`src/rtl/mapper_result_collector.sv`:
```
// Merges NUM_MAPPERS mapper result streams into one PCIe TX stream.
// Round-robin grant at packet granularity, one-entry registered output stage.
module mapper_result_collector #(
    parameter int NUM_MAPPERS = 2,
    parameter int DATA_WIDTH  = 64
) (
    input  logic                              i_clk,
    input  logic                              i_rst,
    input  logic [NUM_MAPPERS-1:0]            i_mapper_valid,
    input  logic [NUM_MAPPERS*DATA_WIDTH-1:0] i_mapper_data,
    input  logic [NUM_MAPPERS-1:0]            i_mapper_last,
    output logic [NUM_MAPPERS-1:0]            o_mapper_rdy,
    output logic                              o_pcie_strm_valid,
    output logic [DATA_WIDTH-1:0]             o_pcie_strm_data,
    output logic                              o_pcie_strm_last,
    input  logic                              i_pcie_strm_rdy,
    output logic [$clog2(NUM_MAPPERS)-1:0]    o_active_mapper,
    output logic [31:0]                       o_pkt_count
);

    localparam int IDX_W = $clog2(NUM_MAPPERS);

    // Handshake: a beat moves on either side only when valid and rdy are both
    // high at the rising edge; valid must not wait on rdy.
    typedef enum logic {
        ST_SEARCH = 1'b0,
        ST_XFER   = 1'b1
    } state_t;

    state_t                 state_q;
    logic [IDX_W-1:0]       grant_q;
    logic [IDX_W-1:0]       ptr_q;
    logic [IDX_W-1:0]       ptr_d;
    logic                   out_valid_q;
    logic [DATA_WIDTH-1:0]  out_data_q;
    logic                   out_last_q;
    logic [31:0]            pkt_count_q;
    logic [31:0]            pkt_count_d;

    logic                   found;
    logic [IDX_W-1:0]       found_idx;
    logic [IDX_W:0]         scan_sum;
    logic                   grant_rdy;
    logic                   accept;
    logic                   pcie_hs;
    logic [DATA_WIDTH-1:0]  beat_data;
    logic                   beat_last;

    // Scan ptr, ptr+1, ... modulo NUM_MAPPERS; the extra sum bit keeps the
    // wrap correct for non-power-of-2 mapper counts.
    always_comb begin
        found     = 1'b0;
        found_idx = '0;
        scan_sum  = '0;
        for (int i = 0; i < NUM_MAPPERS; i++) begin
            scan_sum = {1'b0, ptr_q} + (IDX_W+1)'(i);
            if (scan_sum >= (IDX_W+1)'(NUM_MAPPERS)) begin
                scan_sum = scan_sum - (IDX_W+1)'(NUM_MAPPERS);
            end
            if (!found && i_mapper_valid[scan_sum[IDX_W-1:0]]) begin
                found     = 1'b1;
                found_idx = scan_sum[IDX_W-1:0];
            end
        end
    end

    always_comb begin
        grant_rdy    = (state_q == ST_XFER) && (!out_valid_q || i_pcie_strm_rdy);
        o_mapper_rdy = '0;
        if (grant_rdy) begin
            o_mapper_rdy[grant_q] = 1'b1;
        end
        beat_data   = i_mapper_data[int'(grant_q)*DATA_WIDTH +: DATA_WIDTH];
        beat_last   = i_mapper_last[grant_q];
        accept      = grant_rdy && i_mapper_valid[grant_q];
        pcie_hs     = out_valid_q && i_pcie_strm_rdy;
        ptr_d       = (grant_q == IDX_W'(NUM_MAPPERS-1)) ? '0 : grant_q + 1'b1;
        pkt_count_d = pkt_count_q + 32'd1;
    end

    always_ff @(posedge i_clk) begin
        if (i_rst) begin
            state_q     <= ST_SEARCH;
            grant_q     <= '0;
            ptr_q       <= '0;
            out_valid_q <= 1'b0;
            out_data_q  <= '0;
            out_last_q  <= 1'b0;
            pkt_count_q <= '0;
        end else begin
            case (state_q)
                ST_SEARCH: begin
                    if (found) begin
                        grant_q <= found_idx;
                        state_q <= ST_XFER;
                    end
                end
                ST_XFER: begin
                    if (accept && beat_last) begin
                        ptr_q   <= ptr_d;
                        state_q <= ST_SEARCH;
                    end
                end
                default: state_q <= ST_SEARCH;
            endcase

            // A new beat overwrites a beat leaving in the same cycle.
            if (accept) begin
                out_valid_q <= 1'b1;
                out_data_q  <= beat_data;
                out_last_q  <= beat_last;
            end else if (pcie_hs) begin
                out_valid_q <= 1'b0;
                out_data_q  <= '0;
                out_last_q  <= 1'b0;
            end

            if (pcie_hs && out_last_q) begin
                pkt_count_q <= pkt_count_d;
            end
        end
    end

    assign o_pcie_strm_valid = out_valid_q;
    assign o_pcie_strm_data  = out_data_q;
    assign o_pcie_strm_last  = out_last_q;
    assign o_active_mapper   = grant_q;
    assign o_pkt_count       = pkt_count_q;

endmodule
```
`config.mk`:
```
export PLATFORM = sky130hd
export DESIGN_NAME = mapper_result_collector
export DESIGN_NICKNAME = d
export VERILOG_FILES = /design/src/rtl/mapper_result_collector.sv
export SDC_FILE = /design/constraint.sdc
export NUM_CORES = 1
export LEC_CHECK = 0
export BUFFER_PORTS_ARGS = -buffer_cell sky130_fd_sc_hd__buf_2
export CAP_MARGIN = 20
export CORE_MARGIN = 2
export CORE_UTILIZATION = 35
export CTS_CLUSTER_DIAMETER = 50
export DETAILED_ROUTE_END_ITERATION = 8
export GPL_ROUTABILITY_DRIVEN = 0
export PLACE_DENSITY = 0.64
export SLEW_MARGIN = 20
export SYNTH_ARGS = -nofsm -noshare
export SYNTH_HDL_FRONTEND = slang
export SYNTH_SLANG_ARGS = --single-unit
```
`constraint.sdc`:
```
create_clock -name i_clk -period 2.55 [get_ports i_clk]
set_clock_uncertainty 0.1 [all_clocks]
set_input_delay 0.6375 -clock i_clk [delete_from_list [all_inputs] [get_ports i_clk]]
set_output_delay 0.6375 -clock i_clk [all_outputs]
set_load 0.1 [all_outputs]
```
==> metrics.md <==
| Metric | Value |
|---|---|
| Status | `finished clean` |
| VDD IR max | `0.311 mV` |
| Fin nets | `835` |
| Register area share after synthesis | `44.6%` |
| # DRC | `0` |
| Hold Crit Start | `o_pcie_strm_last` |
| Critical path's slowest cell | `dfxtp_4` |
| Area share of the leading cell type in the synthesized netlist | `44.6%` |
| Hold path depth | `2` |
| Final WL | `12000 um` |
| Die Width | `118 um` |
| H-tree lvl count | `3` |
| Max_cap viols | `0` |
| Cell area after layout | `6200 um^2` |
| Unique masters post-synth | `32` |
| Ys Warns | `0` |
| Leak | `2.83 nW` |
| #FFs+latches synth | `101` |
| CTS buffer count | `9` |
| Root Buffer | `clkbuf_16` |
| CTS Sinks | `101` |
| Post-synthesis async set-or-reset flop share | `0%` |
| Setup TNS | `0 ps` |
| Core ar. | `12600 um^2` |
| Final non-filler cell total | `875` |
| WL per Instance | `13.7 um` |
| Port-buffer cells | `235` |
| CP required | `1810 ps` |
| Clock-pin slew on the worst setup and hold paths | `70 ps` |
| # resized after CTS | `0` |
| Num rows | `41` |
| EDFF count, synth | `0` |
| Initial drt markers | `272` |
| Bufs on Longest Clock Path | `2` |
| RSZ-0062 raised after global routing | `no` |
| Pre-antenna DRT Iters | `4` |
| CTS tree | `done` |
| Sequential cell area | `2040 um^2` |
| Initial antenna violation count | `0` |
| WS Path Type | `reg2out` |
| Footprint of the multi-input gates | `2360 um^2` |
| Vias after detailed routing | `4298` |
| Share of layout cells above drive strength 1 | `48.8%` |
| Filler instances | `1211` |
| Die ar. | `13900 um^2` |
| Vias/cell | `4.91` |
| CP Capture Type | `output pin` |
| Synth top cells by count | `101 x dfxtp_1, 94 x nor2_1, 67 x mux2_2, 64 x a22oi_1, 27 x clkbuf_1` |
| Top_reg_cell synth | `dfxtp_1` |
| CP Launch Type | `flop` |
| GRT Total Usage | `17.1%` |
| Crit path arrival time | `1450 ps` |
| Worst reg2reg path endpoint | `o_pkt_count[20]` |
| Tcrit/Tclk final | `85.7%` |
| R2R Path Start | `o_pkt_count[0]` |
| FMAX | `458 MHz` |
| Slowest stage delay, CP | `360 ps` |
| Crit path cell chain | `buf_4 > and3_4 > buf_12` |
| ANT nets after route | `0` |
| P per Cell Area | `640 nW/um^2` |
| Cell family with most CP delay | `buffers and inverters` |
| Slew headroom | `62.9%` |
| Syn nets | `619` |
| IO Count | `236` |
| R2R setup slack | `480 ps` |
| Die H | `118 um` |
| Final HPWL DP | `8830 um` |
| Largest net degree at the start of global routing | `66` |
| Clk_lat worst skew | `340 ps` |
| Buffer and inverter count on the worst path | `2` |
| Global-route wire length before repair | `19700 um` |
| # diodes | `0` |
| Setup bufs post-CTS | `0` |
| Final setup vio count | `0` |
| Worst-margin pin slew | `556 ps` |
| Placed inst area | `5920 um^2` |
| Area grow syn2layout | `36.7%` |
| Vias in the first global route | `4204` |
| Grt total ovfl | `0` |
| Cell taking the most area after synthesis | `dfxtp_1` |
| Final min period | `2190 ps` |
| Hold worst-path end | `o_pcie_strm_last` |
| Mapped Cells | `483` |
| Starting density of the core | `36.0%` |
| Crit Path Max Fanout | `23` |
| Top-count cell post-synth | `dfxtp_1` |
| Cell area after synthesis | `4540 um^2` |
| Post-Syn Area per Cell | `9.39 um^2` |
| Post-Place Cells | `860` |
| Dominant cells by area after synthesis | `dfxtp_1 45%, mux2_2 17%, a22oi_1 11%` |
| Worst reg2reg path depth | `5` |
| Hold Vio Cnt, Final | `0` |
| Hold Buf Count CTS | `0` |
| Hold Crit Class | `reg2reg` |
| Final Max Tran Viols | `0` |
worst register-to-register path, delay by kind of cell (launching register included):
family | cells | cell delay (ps)
adder cells (fa/ha/maj) | 1 | 190
flip-flops | 1 | 380
AND/OR/NAND/NOR | 3 | 1180
AO/OA/AOI/OAI | 1 | 160
area by class of cell:
class | instances | area share, %
multi-input combinational | 339 | 38.0
sequential | 101 | 32.8
timing repair buffer | 242 | 20.7
clock buffer | 13 | 4.03
tap | 172 | 3.47
clock inverter | 2 | 0.565
inverter | 6 | 0.363
flip-flops by register name (all words and copies together), names as in the netlist:
name	flops
o_pkt_count	32
o_active_mapper	1
o_pcie_strm_data	64
o_pcie_strm_valid	1
state_q	1
ptr_q	1
o_pcie_strm_last	1
metal layers:
layer | global-route usage (%) | vias to the layer above | share of wire, %
met5 | 0 | - | 0
met4 | 7.38 | 0 | 2.3
met3 | 3.49 | 23 | 5.3
met2 | 30.1 | 139 | 50
met1 | 20.2 | 2001 | 43
li1 | - | 2135 | -
where the power goes:
part           internal (mW)  leakage, nW  switching, mW  total [mW]
logic                  0.278         1.87          0.689       0.966
clock network          0.782        0.140          0.549        1.33
registers               1.64        0.825         0.0347        1.68
total                   2.70         2.83           1.27        3.97
cell families after synthesis:
| family | synth area share, % |
|---|---|
| buffers and inverters | 4.03 |
| AND/OR/NAND/NOR | 16.7 |
| multiplexers | 16.9 |
| AO/OA/AOI/OAI | 12.9 |
| XOR/XNOR | 4.63 |
| flip-flops | 44.6 |
| adder cells (fa/ha/maj) | 0.276 |
stage by stage:
stage	hold WS (ps)	power, mW	utilization, %	worst slack [ps]
after CTS	390	4.02	49.2	339
after global routing	410	4.15	49.2	298
after detailed placement	379	2.68	46.9	234
final	386	3.97	49.2	364
after floorplan	394	2.45	-	-106
after global placement	377	2.67	46.9	312
placed cells by master, fill, tap and decap left out, types with 9 or more instances in the layout:
cell / instances
xor2_1: 11
dfxtp_1: 91
a21oi_1: 10
nor2_1: 93
buf_2: 232
nand2_1: 18
nor3_1: 10
a22oi_1: 64
xnor2_1: 13
dfxtp_2: 9
mux2_2: 67
clkbuf_16: 9
how the worst max path moves through the flow:
| stage | start | endpoint | cells after the start |
|---|---|---|---|
| after floorplan | o_active_mapper | o_mapper_rdy[1] | 4 |
| after detailed placement | i_pcie_strm_rdy | o_pkt_count[20] | 5 |
| final | o_active_mapper | o_mapper_rdy[1] | 3 |
| after global routing | o_active_mapper | o_mapper_rdy[1] | 3 |
| after CTS | o_active_mapper | o_mapper_rdy[1] | 3 |
| after global placement | i_pcie_strm_rdy | o_pkt_count[16] | 5 |
Power figures use the tool's default switching activity.
